===== src/rtl/alu_operand_sequencer.sv =====
// Operand stage in front of the ALU: 8x16 register file, A/B/C operand registers, B shifter /
// immediate mux and a five-state request sequencer with a one-cycle done pulse on writeback.
module alu_operand_sequencer #(
  parameter  int DW    = 16,
  parameter  int NREGS = 8,
  localparam int AW    = $clog2(NREGS)
) (
  input  logic          clk,
  input  logic          reset,
  input  logic          req_valid,
  output logic          req_ready,
  input  logic [1:0]    req_op,
  input  logic [AW-1:0] req_rn,
  input  logic [AW-1:0] req_rm,
  input  logic [AW-1:0] req_rd,
  input  logic [1:0]    req_shift,
  input  logic          req_use_imm,
  input  logic [4:0]    req_imm5,
  input  logic          req_zero_a,
  input  logic          req_wb_en,
  input  logic          req_stat_en,
  output logic [DW-1:0] ain,
  output logic [DW-1:0] bin,
  output logic [1:0]    select,
  input  logic [DW-1:0] alu_out,
  input  logic [2:0]    alu_status,
  output logic          done,
  output logic [DW-1:0] c_out,
  output logic [2:0]    status_out,
  input  logic [AW-1:0] dbg_addr,
  output logic [DW-1:0] dbg_data
);

  localparam int IMMW = 5;

  typedef enum logic [2:0] {
    S_IDLE,
    S_READ_A,
    S_READ_B,
    S_EXEC,
    S_WRITE
  } state_t;

  typedef enum logic [1:0] {
    SH_NONE = 2'b00,
    SH_LSL1 = 2'b01,
    SH_LSR1 = 2'b10,
    SH_ASR1 = 2'b11
  } shift_t;

  typedef struct packed {
    logic [1:0]      op;
    logic [AW-1:0]   rn;
    logic [AW-1:0]   rm;
    logic [AW-1:0]   rd;
    logic [1:0]      shift;
    logic            use_imm;
    logic [IMMW-1:0] imm5;
    logic            zero_a;
    logic            wb_en;
    logic            stat_en;
  } req_t;

  state_t        r_state;
  state_t        w_next_state;
  req_t          r_req;
  logic [DW-1:0] r_a;
  logic [DW-1:0] r_b;
  logic [DW-1:0] r_c;
  logic [2:0]    r_status;
  logic [DW-1:0] r_regs [NREGS];

  logic          w_accept;
  logic          w_ld_a;
  logic          w_ld_b;
  logic          w_ld_c;
  logic          w_wr_rf;
  logic [DW-1:0] w_b_shifted;
  logic [DW-1:0] w_imm_ext;

  // ---------------------------------------------------------------------------
  // Sequencer: state register
  // ---------------------------------------------------------------------------
  // NOTE: sequential state is assigned with <= so every flop samples pre-edge values.
  always_ff @(posedge clk) begin
    if (reset) begin
      r_state <= S_IDLE;
    end else begin
      r_state <= w_next_state;
    end
  end

  // Sequencer: next-state logic
  // NOTE: default assignment first so no path through the case leaves a latch behind.
  always_comb begin
    w_next_state = r_state;
    unique case (r_state)
      S_IDLE:   if (w_accept) w_next_state = S_READ_A;
      S_READ_A: w_next_state = S_READ_B;
      S_READ_B: w_next_state = S_EXEC;
      S_EXEC:   w_next_state = S_WRITE;
      S_WRITE:  w_next_state = S_IDLE;
      default:  w_next_state = S_IDLE;
    endcase
  end

  // Sequencer: per-state outputs and datapath enables
  always_comb begin
    req_ready = 1'b0;
    done      = 1'b0;
    w_ld_a    = 1'b0;
    w_ld_b    = 1'b0;
    w_ld_c    = 1'b0;
    w_wr_rf   = 1'b0;
    unique case (r_state)
      S_IDLE:   req_ready = 1'b1;
      S_READ_A: w_ld_a    = 1'b1;
      S_READ_B: w_ld_b    = 1'b1;
      S_EXEC:   w_ld_c    = 1'b1;
      S_WRITE: begin
        done    = 1'b1;
        w_wr_rf = r_req.wb_en;
      end
      default: ;
    endcase
  end

  assign w_accept = req_valid & req_ready;

  // ---------------------------------------------------------------------------
  // Datapath registers and register file
  // ---------------------------------------------------------------------------
  // NOTE: the register file is cleared by reset, so it must stay a flop array, not a RAM.
  always_ff @(posedge clk) begin
    if (reset) begin
      r_req    <= '0;
      r_a      <= '0;
      r_b      <= '0;
      r_c      <= '0;
      r_status <= '0;
      for (int i = 0; i < NREGS; i++) begin
        r_regs[i] <= '0;
      end
    end else begin
      if (w_accept) begin
        r_req <= '{op:      req_op,
                   rn:      req_rn,
                   rm:      req_rm,
                   rd:      req_rd,
                   shift:   req_shift,
                   use_imm: req_use_imm,
                   imm5:    req_imm5,
                   zero_a:  req_zero_a,
                   wb_en:   req_wb_en,
                   stat_en: req_stat_en};
      end
      if (w_ld_a) r_a <= r_regs[r_req.rn];
      if (w_ld_b) r_b <= r_regs[r_req.rm];
      if (w_ld_c) begin
        r_c <= alu_out;
        if (r_req.stat_en) r_status <= alu_status;
      end
      // Writeback reads C, which was captured the cycle before, so rd==rn chains are safe.
      if (w_wr_rf) r_regs[r_req.rd] <= r_c;
    end
  end

  // ---------------------------------------------------------------------------
  // Operand formation toward the ALU
  // ---------------------------------------------------------------------------
  always_comb begin
    w_b_shifted = r_b;
    unique case (shift_t'(r_req.shift))
      SH_NONE: w_b_shifted = r_b;
      SH_LSL1: w_b_shifted = {r_b[DW-2:0], 1'b0};
      SH_LSR1: w_b_shifted = {1'b0, r_b[DW-1:1]};
      SH_ASR1: w_b_shifted = {r_b[DW-1], r_b[DW-1:1]};
      default: w_b_shifted = r_b;
    endcase
  end

  assign w_imm_ext  = {{(DW-IMMW){r_req.imm5[IMMW-1]}}, r_req.imm5};

  assign ain        = r_req.zero_a  ? '0        : r_a;
  assign bin        = r_req.use_imm ? w_imm_ext : w_b_shifted;
  assign select     = r_req.op;
  assign c_out      = r_c;
  assign status_out = r_status;
  assign dbg_data   = r_regs[dbg_addr];

endmodule


===== config.mk =====
export PLATFORM = sky130hd
export DESIGN_NAME = alu_operand_sequencer
export DESIGN_NICKNAME = d
export VERILOG_FILES = /design/src/rtl/alu_operand_sequencer.sv
export SDC_FILE = /design/constraint.sdc
export NUM_CORES = 1
export LEC_CHECK = 0
export BUFFER_PORTS_ARGS = -buffer_cell sky130_fd_sc_hd__buf_2
export CORE_MARGIN = 2
export CORE_UTILIZATION = 42
export DETAILED_ROUTE_END_ITERATION = 16
export PLACE_DENSITY = 0.62
export SLEW_MARGIN = 20
export SYNTH_ARGS = -nofsm -noshare
export SYNTH_HDL_FRONTEND = slang
export SYNTH_SLANG_ARGS = --single-unit

===== constraint.sdc =====
create_clock -name clk -period 5.8 [get_ports clk]
set_input_delay 0.29 -clock clk [delete_from_list [all_inputs] [get_ports clk]]
set_output_delay 0.29 -clock clk [all_outputs]
set_load 0.01 [all_outputs]

==> flow_summary.json <==
{
  "holdCritStartpoint": "req_wb_en",
  "clkTransAtPathRegs_ns": 0.06,
  "drt_iter0_markers": 857,
  "first_pass_grt_wire_length_um": 51600,
  "largest_net_degree_at_the_start_of_global_routing": 66,
  "synth_fa_ha_area_frac": 0,
  "p_int_mw": 2.69,
  "hold_path_depth": 3,
  "clock_tree.htree_level_count": 1,
  "async_flop_share": 0,
  "number_of_placed_i_o_pins": 118,
  "power.switching_fraction": 0.276,
  "synth-simple-area-share": 0.155,
  "cp_num_cells": 3,
  "cp_data_required_time_ns": 5.96,
  "timing.rr.end": "r_regs[0][5]$_SDFFCE_PN0P_",
  "mappedNetlistNets": 986,
  "ys_top_cells_by_area": "sky130_fd_sc_hd__edfxtp_1, sky130_fd_sc_hd__dfxtp_1, sky130_fd_sc_hd__mux2i_1",
  "syn_avg_cell_area_um2": 11.8,
  "peakVddDrop_uv": 177,
  "leading_register_cell_type_out_of_synthesis": "sky130_fd_sc_hd__edfxtp_1",
  "placedCellCount": 1322,
  "setup_repair_after_global_routing_missed_its_margin": "false",
  "path_cells": "or4b_1 > nor4_4 > or2_1",
  "ctsRootBufferMaster": "sky130_fd_sc_hd__clkbuf_16",
  "crit_buf_inv": 0,
  "postRouteAntennaNets": 0,
  "slowest_delay_ns": 0.87,
  "p_seq_frac": 0.466,
  "grt_util_all_layers": 0.250,
  "fillerInstances": 2297,
  "synthXorXnorAreaFrac": 0.000793,
  "synth.lib_cells_used.distinct": 33,
  "reg2reg_setup_slack_ns": 2.53,
  "syn-instance-count": 939,
  "start_kind": "flip-flop",
  "area_post_placement_mm2": 0.0117,
  "power.static_leakage_nw": 4.71,
  "setup_viol_count_final": 0,
  "final_nets": 1096,
  "detailed_place_hpwl_um": 25200,
  "antenna_found_initial": 0,
  "status": "complete, no violations",
  "synth_mux_area_frac": 0.227,
  "global_route.overflow_total": 0,
  "row_count": 59,
  "tritoncts": "built",
  "drt-total-wl_um": 35100,
  "die_h_um": 166,
  "floorplan.die.width_um": 166,
  "top_cells_by_instance_count_after_synthesis": "sky130_fd_sc_hd__mux2i_1, sky130_fd_sc_hd__and2_1, sky130_fd_sc_hd__edfxtp_1",
  "vias_per_cell": 5.84,
  "worstSkewPairLatency_ns": 0.55,
  "timing.hold.worst.class": "input pin to flip-flop",
  "p_comb_frac": 0.124,
  "slew_headroom": 0.230,
  "switching_power_summed_over_all_nets_mw": 1.02,
  "crit_path_end_kind": "flip-flop",
  "stdcell_area_mm2": 0.0129,
  "critical_path.reg2reg.startpoint": "r_state[2]$_SDFFE_PP0P_",
  "worst-slew-pin-transition_ns": 1.16,
  "detail_route.drc_violations": 0,
  "fin_hold_ws_ns": 0.0150,
  "initial_utilization": 0.426,
  "dominant_combinational_cell_family_by_area_after_synthesis": "multiplexers",
  "post_cts.resized_instances": 0,
  "synth_compound_area_frac": 0.0963,
  "period_needed_ns": 3.27,
  "cts-buffers-inserted": 24,
  "layout-drive-gt1-share": 0.232,
  "synthDominantAreaCellType": "sky130_fd_sc_hd__edfxtp_1",
  "crit_fanout": 17,
  "drt_pass1_iterations": 5,
  "tritoncts_num_sinks": 204,
  "ys_warn_count": 0,
  "final_hold_viol_count": 0,
  "fin_tns_setup_ns": 0,
  "mappedNetlistArea_mm2": 0.0110,
  "die-area_mm2": 0.0276,
  "first_global_vias": 7751,
  "synth-seq-cells": 204,
  "timing.critical_path.slowest_stage_cell": "sky130_fd_sc_hd__or4b_1",
  "core-area_mm2": 0.0259,
  "synth_enable_flop_cells": 128,
  "synthToLayoutAreaGrowth_pct": 17.0,
  "achievable-frequency_mhz": 306,
  "clock_power_share": 0.410,
  "path_delay_family": "simple AND/OR/NAND/NOR gates",
  "post-route-period-util": 0.563,
  "register_area_share_after_synthesis": 0.486,
  "post-synth-top-count-cell": "sky130_fd_sc_hd__mux2i_1",
  "antenna-diode-count": 0,
  "cell_area_power_density_mw_per_mm2": 287,
  "ctsLongestPathBuffers": 3,
  "io_buffers": 117,
  "timing.final.max_slew_violations": 0,
  "vias": 8185,
  "worstHoldEndpoint": "r_req[1]$_SDFFE_PP0P_",
  "final_cells": 1402,
  "design_power_total_mw": 3.71,
  "gp_congestion": 0.945,
  "wl_per_cell_um": 25.1,
  "critical_path_arrival_ns": 3.42,
  "criticalPathCategory": "flip-flop to flip-flop",
  "yosys.area.top_type_share": 0.348,
  "fin_worst_skew_ns": 0.0237,
  "maxCapViolations": 0,
  "ff2ff_path_depth": 3
}
## power by group through the flow
| stage | Combinational (mW) | Sequential (mW) | Clock, mW |
|---|---|---|---|
| 6_report | 0.461 | 1.73 | 1.52 |
| 4_1_cts | 0.460 | 1.72 | 1.54 |
| 2_1_floorplan | 0.340 | 1.67 | 0 |
| 3_5_place_dp | 0.440 | 1.75 | 0 |
| 3_3_place_gp | 0.438 | 1.75 | 0 |
| 5_1_grt | 0.497 | 1.73 | 1.60 |
## cells by family (layout without fill, tap and decap cells)
family | Yosys count | count (layout)
xor+xnor | 1 | 1
compound gates | 156 | 156
buf+inv | 79 | 207
mux | 206 | 206
simple gates | 293 | 293
flops | 204 | 204
## how the worst max path moves through the flow
stage,end,slack [ns],start
2_1_floorplan,r_regs[1][0]$_SDFFCE_PN0P_,3.64,r_state[0]$_SDFFE_PP0P_
3_3_place_gp,r_regs[0][13]$_SDFFCE_PN0P_,2.40,reset
4_1_cts,r_regs[0][5]$_SDFFCE_PN0P_,2.53,r_state[2]$_SDFFE_PP0P_
6_report,r_regs[0][5]$_SDFFCE_PN0P_,2.53,r_state[2]$_SDFFE_PP0P_
5_1_grt,r_regs[0][5]$_SDFFCE_PN0P_,2.34,r_state[2]$_SDFFE_PP0P_
3_5_place_dp,r_regs[0][14]$_SDFFCE_PN0P_,2.30,reset
## cell usage in the layout, fill, tap and decap left out, types with 36 or more instances in the layout
| master | n |
|---|---|
| sky130_fd_sc_hd__and2_1 | 130 |
| sky130_fd_sc_hd__a22oi_1 | 49 |
| sky130_fd_sc_hd__a21oi_1 | 57 |
| sky130_fd_sc_hd__mux2i_1 | 143 |
| sky130_fd_sc_hd__nand2_1 | 101 |
| sky130_fd_sc_hd__buf_2 | 117 |
| sky130_fd_sc_hd__dlygate4sd3_1 | 36 |
| sky130_fd_sc_hd__dfxtp_1 | 74 |
| sky130_fd_sc_hd__edfxtp_1 | 128 |
## state kept, by name (all words and copies together), names as in the netlist
register,cells
status_out,3
r_req,20
r_a,16
r_b,16
select,2
r_state,3
r_regs,128
c_out,16
## final cells by class
| class | instances | area [um2] | share of cell area |
|---|---|---|---|
| flip-flops and latches | 204 | 5370 | 0.416 |
| multi-input cells | 656 | 5300 | 0.410 |
| repair buffers | 161 | 1010 | 0.0779 |
| clock buffers | 24 | 601 | 0.0465 |
| well taps | 335 | 419 | 0.0324 |
| clock inverters | 20 | 211 | 0.0164 |
| inverters | 2 | 7.51 | 0.000581 |
## per-stage QoR
step           setup slack, ns  utilization
6_report                  2.53        0.499
5_1_grt                   2.34        0.499
4_1_cts                   2.53        0.499
3_5_place_dp              2.30        0.453
3_3_place_gp              2.40        0.453
2_1_floorplan             3.64            -
## worst min-delay path: cells and delay by family
family / cells / cell delay, ns
AND/OR/NAND/NOR: 1 / 0.05
buffers and inverters: 1 / 0.10
AO/OA/AOI/OAI: 1 / 0.05
## what timing repair did
| item | 4_1_cts | 5_1_grt |
|---|---|---|
| endpoints found under the setup margin | 0 | 0 |
| endpoints found under the hold margin | 36 | 0 |
| hold buffers | 36 | 0 |
| setup buffers | 0 | 0 |
## routing by layer
| layer | vias up | track usage | part of all wire |
|---|---|---|---|
| met1 | 3980 | 0.351 | 0.43 |
| met5 | - | 0 | 0 |
| met3 | 81 | 0.0601 | 0.094 |
| li1 | 3726 | - | - |
| met4 | 0 | 0.0907 | 0.039 |
| met2 | 398 | 0.376 | 0.44 |
Power figures use the tool's default switching activity.
